## src/rtl/led_output_driver.sv

```systemverilog
// ----------------------------------------------------------------------------
// led_output_driver
//
// Last stage between the LED controller and the front-panel LED pins.
// The logical LED vector is registered, then optionally pulse-stretched so
// single-cycle flashes stay visible. Global PWM dimming is applied next, and
// the board output polarity last of all. An on-demand lamp-test sequence can
// temporarily take over the pins. The sequence is all on, then a one-hot
// sweep, then all off.
//
// Ports:
//   clock             in   1          fabric clock (40 MHz)
//   reset_n           in   1          synchronous reset, active-low
//   led_i             in   NLEDS      logical LED state (1 = lit)
//   stretch_en_i      in   1          1 = enable per-channel pulse stretcher
//   brightness_i      in   PWM_BITS   global duty = (brightness_i+1)/2^PWM_BITS
//   lamp_test_i       in   1          single-cycle pulse starts the lamp test
//   invert_i          in   1          1 = LEDs are active-low on the board
//   lamp_test_busy_o  out  1          high while the lamp test runs
//   led_o             out  NLEDS      registered physical LED pin drive
// ----------------------------------------------------------------------------
module led_output_driver #(
   parameter int NLEDS            = 16,
   parameter int STRETCH_CYCLES   = 4000000,
   parameter int PWM_BITS         = 4,
   parameter int LAMP_STEP_CYCLES = 8000000
) (
   input  logic                clock,
   input  logic                reset_n,
   input  logic [NLEDS-1:0]    led_i,
   input  logic                stretch_en_i,
   input  logic [PWM_BITS-1:0] brightness_i,
   input  logic                lamp_test_i,
   input  logic                invert_i,
   output logic                lamp_test_busy_o,
   output logic [NLEDS-1:0]    led_o
);

   localparam int CNT_W  = $clog2(STRETCH_CYCLES + 1);
   localparam int STEP_W = $clog2(LAMP_STEP_CYCLES + 1);

   localparam logic [CNT_W-1:0]    STRETCH_LOAD = CNT_W'(STRETCH_CYCLES);
   localparam logic [STEP_W-1:0]   STEP_LOAD    = STEP_W'(LAMP_STEP_CYCLES - 1);
   localparam logic [PWM_BITS-1:0] PWM_MAX      = '1;

   typedef enum logic [1:0] {
      IDLE,
      ALL_ON,
      SWEEP,
      ALL_OFF
   } lamp_state_t;

   logic [NLEDS-1:0]    led_q;
   logic [CNT_W-1:0]    cnt [NLEDS];
   logic [NLEDS-1:0]    str;
   logic [PWM_BITS-1:0] pwm_cnt;
   logic [PWM_BITS-1:0] bright_q;
   logic                pwm_on;
   lamp_state_t         lamp_state;
   logic [STEP_W-1:0]   step_cnt;
   logic [NLEDS-1:0]    lamp_pat;

   // Input register: the first of the two pipeline stages.
   always_ff @(posedge clock) begin
      if (!reset_n) begin
         led_q <= '0;
      end else begin
         led_q <= led_i;
      end
   end

   // Per-channel hold counters. A lit input reloads the full hold, so a
   // re-pulse during the hold restarts it. Disabling the stretcher clears
   // every counter, so re-enabling it never shows a stale hold.
   always_ff @(posedge clock) begin
      if (!reset_n) begin
         for (int i = 0; i < NLEDS; i++) begin
            cnt[i] <= '0;
         end
      end else begin
         for (int i = 0; i < NLEDS; i++) begin
            if (!stretch_en_i) begin
               cnt[i] <= '0;
            end else if (led_q[i]) begin
               cnt[i] <= STRETCH_LOAD;
            end else if (cnt[i] != '0) begin
               cnt[i] <= cnt[i] - CNT_W'(1);
            end
         end
      end
   end

   // A channel is shown lit while its input is high or its hold is running.
   always_comb begin
      str = led_q;
      if (stretch_en_i) begin
         for (int i = 0; i < NLEDS; i++) begin
            if (cnt[i] != '0) begin
               str[i] = 1'b1;
            end
         end
      end
   end

   // Free-running PWM counter. Brightness is only taken at the last count
   // of a period, so a change never produces a short or long glitch pulse.
   always_ff @(posedge clock) begin
      if (!reset_n) begin
         pwm_cnt  <= '0;
         bright_q <= '1;
      end else begin
         pwm_cnt <= pwm_cnt + PWM_BITS'(1);
         if (pwm_cnt == PWM_MAX) begin
            bright_q <= brightness_i;
         end
      end
   end

   assign pwm_on = (pwm_cnt <= bright_q);

   // Lamp-test sequencer. step_cnt counts down to zero for each step, and
   // the sweep ends once the one-hot pattern has reached the top channel.
   // lamp_test_i only matters in IDLE, so extra pulses during a run are
   // ignored.
   always_ff @(posedge clock) begin
      if (!reset_n) begin
         lamp_state       <= IDLE;
         step_cnt         <= '0;
         lamp_pat         <= '0;
         lamp_test_busy_o <= 1'b0;
      end else begin
         case (lamp_state)
            IDLE: begin
               if (lamp_test_i) begin
                  lamp_state       <= ALL_ON;
                  step_cnt         <= STEP_LOAD;
                  lamp_pat         <= '1;
                  lamp_test_busy_o <= 1'b1;
               end else begin
                  lamp_test_busy_o <= 1'b0;
               end
            end
            ALL_ON: begin
               if (step_cnt == '0) begin
                  lamp_state <= SWEEP;
                  step_cnt   <= STEP_LOAD;
                  lamp_pat   <= NLEDS'(1);
               end else begin
                  step_cnt <= step_cnt - STEP_W'(1);
               end
            end
            SWEEP: begin
               if (step_cnt == '0) begin
                  step_cnt <= STEP_LOAD;
                  if (lamp_pat[NLEDS-1]) begin
                     lamp_state <= ALL_OFF;
                     lamp_pat   <= '0;
                  end else begin
                     lamp_pat <= lamp_pat << 1;
                  end
               end else begin
                  step_cnt <= step_cnt - STEP_W'(1);
               end
            end
            ALL_OFF: begin
               if (step_cnt == '0) begin
                  lamp_state       <= IDLE;
                  lamp_test_busy_o <= 1'b0;
               end else begin
                  step_cnt <= step_cnt - STEP_W'(1);
               end
            end
            default: begin
               lamp_state       <= IDLE;
               step_cnt         <= '0;
               lamp_pat         <= '0;
               lamp_test_busy_o <= 1'b0;
            end
         endcase
      end
   end

   // Output register. The lamp pattern bypasses the stretcher and the PWM,
   // and both keep running underneath, so normal display resumes cleanly.
   // Polarity is applied last and is not resynchronised.
   always_ff @(posedge clock) begin
      if (!reset_n) begin
         led_o <= '0;
      end else if (lamp_test_busy_o) begin
         led_o <= lamp_pat ^ {NLEDS{invert_i}};
      end else begin
         led_o <= (str & {NLEDS{pwm_on}}) ^ {NLEDS{invert_i}};
      end
   end

endmodule

```

## config.mk

```make
export PLATFORM = sky130hd
export DESIGN_NAME = led_output_driver
export DESIGN_NICKNAME = d
export VERILOG_FILES = /design/src/rtl/led_output_driver.sv
export SDC_FILE = /design/constraint.sdc
export NUM_CORES = 1
export LEC_CHECK = 0
export ABC_AREA = 1
export BUFFER_PORTS_ARGS = -buffer_cell sky130_fd_sc_hd__buf_2
export CORE_UTILIZATION = 35
export DETAILED_ROUTE_END_ITERATION = 7
export GPL_TIMING_DRIVEN = 0
export SYNTH_ARGS = -nofsm -noshare
export SYNTH_HDL_FRONTEND = slang
export SYNTH_SLANG_ARGS = --single-unit
export TNS_END_PERCENT = 20
```

## constraint.sdc

```tcl
create_clock -name clock -period 2.3 [get_ports clock]
set_clock_uncertainty 0.05 [all_clocks]
set_input_delay 0.575 -clock clock [delete_from_list [all_inputs] [get_ports clock]]
set_output_delay 0.575 -clock clock [all_outputs]
set_load 0.03 [all_outputs]
```

; ---- Yosys cells after proc, flatten, opt, wreduce, memory -nomap -nowiden
; Memories as Yosys holds them, arrays and structs flattened.
; Cells that the tools add are included.
[op_classes]
n_mux = 232
eq_ne = 10
n_reduce_logical = 25
n_lt_le_gt_ge = 1
bitwise_logic = 51
add_sub_neg = 18
[ops]
columns = op, n
row1 = two-way mux 22 bit, 48
row2 = nonzero test 22 bit, 16
row3 = subtractor 22 x 1 -> 22 bit (second input constant), 16
row4 = two-way mux 1 bit, 166
row5 = two-way mux 16 bit, 6
row6 = two-way mux 23 bit, 3
row7 = case mux 23 bit (3 select lines), 1
row8 = bitwise OR 1 bit, 48
row9 = case mux 16 bit (3 select lines), 1
row10 = bitwise XOR 16 bit, 2
row11 = logical NOT 23 bit, 1
row12 = subtractor 23 x 1 -> 23 bit (second input constant), 1
row13 = bitwise AND 16 bit, 1
row14 = != test 2 bit (second input constant), 6
row15 = two-way mux 2 bit, 5
row16 = case mux 2 bit (4 select lines), 1
row17 = AND reduction 5 bit, 1
row18 = adder 4 x 1 -> 4 bit (second input constant), 1
row19 = == test 2 bit (second input constant), 2
row20 = == test 4 bit (second input constant), 1
row21 = <= comparator 4 bit, 1
row22 = AND reduction 2 bit, 2
row23 = AND reduction 4 bit, 1
row24 = nonzero test 3 bit, 1
row25 = 5 further kinds, 5
[word_totals]
n_memories = 1
ramBits = 352
register_bits = 82
in_bits = 25
output_inout_bits = 17
wordCells = 346
[mem_list]
columns = name, words, width, rd, rd_ports_with_merged_regs, write_ports, line
row1 = cnt, 16, 22, 16, 0, 16, 54  ; logic [CNT_W-1:0] cnt [NLEDS];

; ---- Depth between registers and ports, before layout
[logic_depth]
word_depth = 7
mapped_depth = 15
depth_no_buf = 14

; ---- Least setup slack after synthesis
; Ideal clock, no wire load.
[synth_path]
kind = input port to flip-flop
start = in reset_n
end = mem cnt[0][44] (netlist name) (enable)
setup_time_ps = 519
required_ps = 1731
n_path_buf = 3
arrival_ps = 1914
path_slack_ps = -183
cell_stages = 4
path_cell_list = buf_4 -> clkbuf_1 -> clkbuf_1 -> nand4_1
[synth_lines]
columns = item, line
row1 = from (decl), 29  ; input logic reset_n,
row2 = to (decl), 54

==> flow_metrics.tcl <==
set metrics [dict create \
    syn-num-nets 3294 \
    synth.distinct_cells 46 \
    first_global_vias 19400 \
    io_buffers 40 \
    r2r_cells 6 \
    avgSynthCellArea_um2 7.80 \
    whs_endpoint "led_q[4]$_SDFF_PN0_" \
    routed_wl_um 59300 \
    syn_inst 3226 \
    regToRegEndpoint "cnt[1][64]$_SDFFCE_PN0P_" \
    slew_viol_final 0 \
    critPathRequiredTime_ns 2.37 \
    grt_start_max_net_pins 23 \
    clk-insertion-delay-late_ns 0.60 \
    cts_buffers 51 \
    endpoint_kind "flip-flop" \
    whs_ns 0.130 \
    timing.rr.start "cnt[1][44]$_SDFFCE_PN0P_" \
    max_cap_viol_count 0 \
    regArea_um2 12200 \
    ys_warn_count 0 \
    post-route-min-period_ns 2.29 \
    worst_setup_path_start_kind "input port" \
    fillers 7227 \
    fmax_mhz 437 \
    rows 97 \
    wire_per_inst_um 13.7 \
    place_congestion 0.863 \
    ioPinCount 42 \
    num_vias 20900 \
    ys_seq_area_share_pct 48.5 \
    cts_tree "built" \
    setup_violations 0 \
    rsz0062_at_grt "yes" \
    path_max_fanout 15 \
    drt_pass1_iterations 5 \
    async_reset_ff_share_pct 0 \
    yosys.area.top_type_share_pct 42.0 \
    cts-root-buf "clkbuf_16" \
    regToRegSetupSlack_ns 0.02 \
    num_antenna_cells 0 \
    core_um2 70600 \
    drt_iter0_drc 1461 \
    finalHoldViolCount 0 \
    h-tree-depth 2 \
    synth_top_cells_by_area "edfxtp_1 (42%), nand2_1 (11%), nor2_1 (10%)" \
    initial_utilization_pct 35.6 \
    synth_top_cells_by_count "nand2_1 (734), nor2_1 (691), inv_1 (364)" \
    grt_pass1_wl_um 96700 \
    antenna_found_initial 2 \
    cts_buffer_depth 3 \
    cts_sinks 434 \
    ys_ff_latch 434 \
    min_period_over_period_pct 99.4 \
    die_area_um2 73000 \
    hold_buffers 0 \
    fp.dieH_um 270 \
    status "completed" \
    finalNonFillerCells 4312 \
    dp.cells 4206 \
    multiInputGateArea_um2 11800 \
    netlist_area_um2 25200 \
    min_from "led_i[4]" \
    fin_nets 3398 \
    power.density_nw_per_um2 1690 \
    drive_above_1_share_pct 9.13 \
    antenna_left 0 \
    vdd_ir_drop_max_mv 0.729 \
    synth-edff-count 352 \
    route.detailed.drc 0 \
    fp.dieW_um 270 \
    avgViaCountPerCell 4.85 \
    critPathKind "input port to flip-flop" \
    holdPathStages 3 \
    synthFlopType "edfxtp_1" \
    areaGrowthSynthToFinish_pct 14.4 \
    path_clk_slew_ns 0.06 \
    fin_tns_setup_ns 0 \
    worst_slew_pin_slew_ns 1.03 \
    place_hpwl_um 41200 \
    placed_area_um2 26600 \
    synth_most_common_cell "nand2_1" \
    postCtsSetupBuffers 0 \
    p_leak_nw 13.3 \
    overflow 0 \
    final_area_um2 28800 \
    gr-usage-all-layers_pct 15.9 \
    hold_class "input port to flip-flop" \
    synth.largest_area_cell "edfxtp_1" \
    post-route-util_pct 40.7 \
    relSlewSlack_pct 31.4 \
    cp.arrival_ns 2.35 \
]
## cells in the final DEF (no fill, tap or decap), types with 14 or more instances in the layout
master / synthesis / layout
nor2_2: 21 / 42
inv_1: 364 / 351
xor2_1: 76 / 76
nand3_1: 180 / 174
xnor2_1: 65 / 65
nand2_2: 4 / 14
ha_1: 43 / 38
nand2_1: 734 / 723
o21ai_1: 20 / 20
o21ai_0: 145 / 145
nor3_1: 70 / 65
buf_2: 20 / 60
nor2_1: 691 / 657
clkbuf_16: 0 / 54
inv_2: 5 / 18
clkbuf_1: 15 / 21
a21oi_1: 164 / 164
edfxtp_1: 352 / 352
nor2_4: 4 / 17
dfxtp_1: 82 / 82
nand4_1: 55 / 65
or2_2: 27 / 27
## where the power goes
| group | internal [mW] | total (mW) | switching, mW | leakage [nW] |
|---|---|---|---|---|
| combinational | 9.16 | 25.8 | 16.6 | 7.49 |
| sequential | 12.0 | 14.4 | 2.39 | 4.91 |
| clock | 5.22 | 8.54 | 3.31 | 0.883 |
| total | 26.4 | 48.7 | 22.3 | 13.3 |
## kinds of logic after synthesis
kind of cell	synth area share [%]
simple gates	30.4
flops	48.5
buf+inv	6.47
compound gates	7.54
xor+xnor	4.91
fa+ha+maj	2.14
## how the worst max path moves through the flow
stage | start | end | slack [ns] | cells past startpoint
after floorplan | cnt[0][0]$_SDFFCE_PN0P_ | cnt[0][0]$_SDFFCE_PN0P_ | -0.02 | 7
after global placement | stretch_en_i | cnt[0][141]$_SDFFCE_PN0P_ | -1.34 | 3
after detailed placement | stretch_en_i | cnt[0][146]$_SDFFCE_PN0P_ | -1.39 | 3
after CTS | cnt[0][66]$_SDFFCE_PN0P_ | cnt[0][72]$_SDFFCE_PN0P_ | -0.41 | 5
after global routing | cnt[0][0]$_SDFFCE_PN0P_ | cnt[0][21]$_SDFFCE_PN0P_ | -0.14 | 7
final | reset_n | cnt[0][104]$_SDFFCE_PN0P_ | 0.01 | 4
## critical path: stages
cell and delay [ns]:
buf_4 0.16, clkbuf_2 0.27, buf_2 0.63, nand4_1 0.70
## per-layer routing
metal	up-vias	global-route usage, %	share of wire (%)
met2	337	25.3	44
li1	10800	-	-
met1	9646	22.3	49
met5	-	0	0.046
met3	80	2.36	4.6
met4	4	4.72	2.1
## registers in the layout, summed over array words and instances, names as in the netlist
signal            count
lamp_pat             16
bright_q              4
pwm_cnt               4
led_o                16
lamp_test_busy_o      1
step_cnt             23
cnt                 352
lamp_state            2
led_q                16
## metrics by stage
stage                     setup slack (ns)  total power, mW
after floorplan                    -0.0191             34.0
after global placement               -1.34             38.9
after detailed placement             -1.39             39.2
after CTS                           -0.412             48.4
after global routing                -0.141             53.3
final                               0.0137             48.7
## cell type report
type / instances / share of cell area [%]
Clock inverter: 19 / 0.809
Clock buffer: 76 / 5.40
Timing Repair Buffer: 41 / 0.735
Inverter: 372 / 4.87
Buffer: 44 / 0.826
Sequential cell: 434 / 42.4
Multi-Input combinational cell: 2386 / 40.8
Tap cell: 940 / 4.09
## repair_timing
item                                    4_1_cts  5_1_grt
cloned                                        7        3
pin swaps                                    18       12
resized for setup                            46       55
endpoints found under the setup margin      315      286
(Power assumes the default switching activity.)
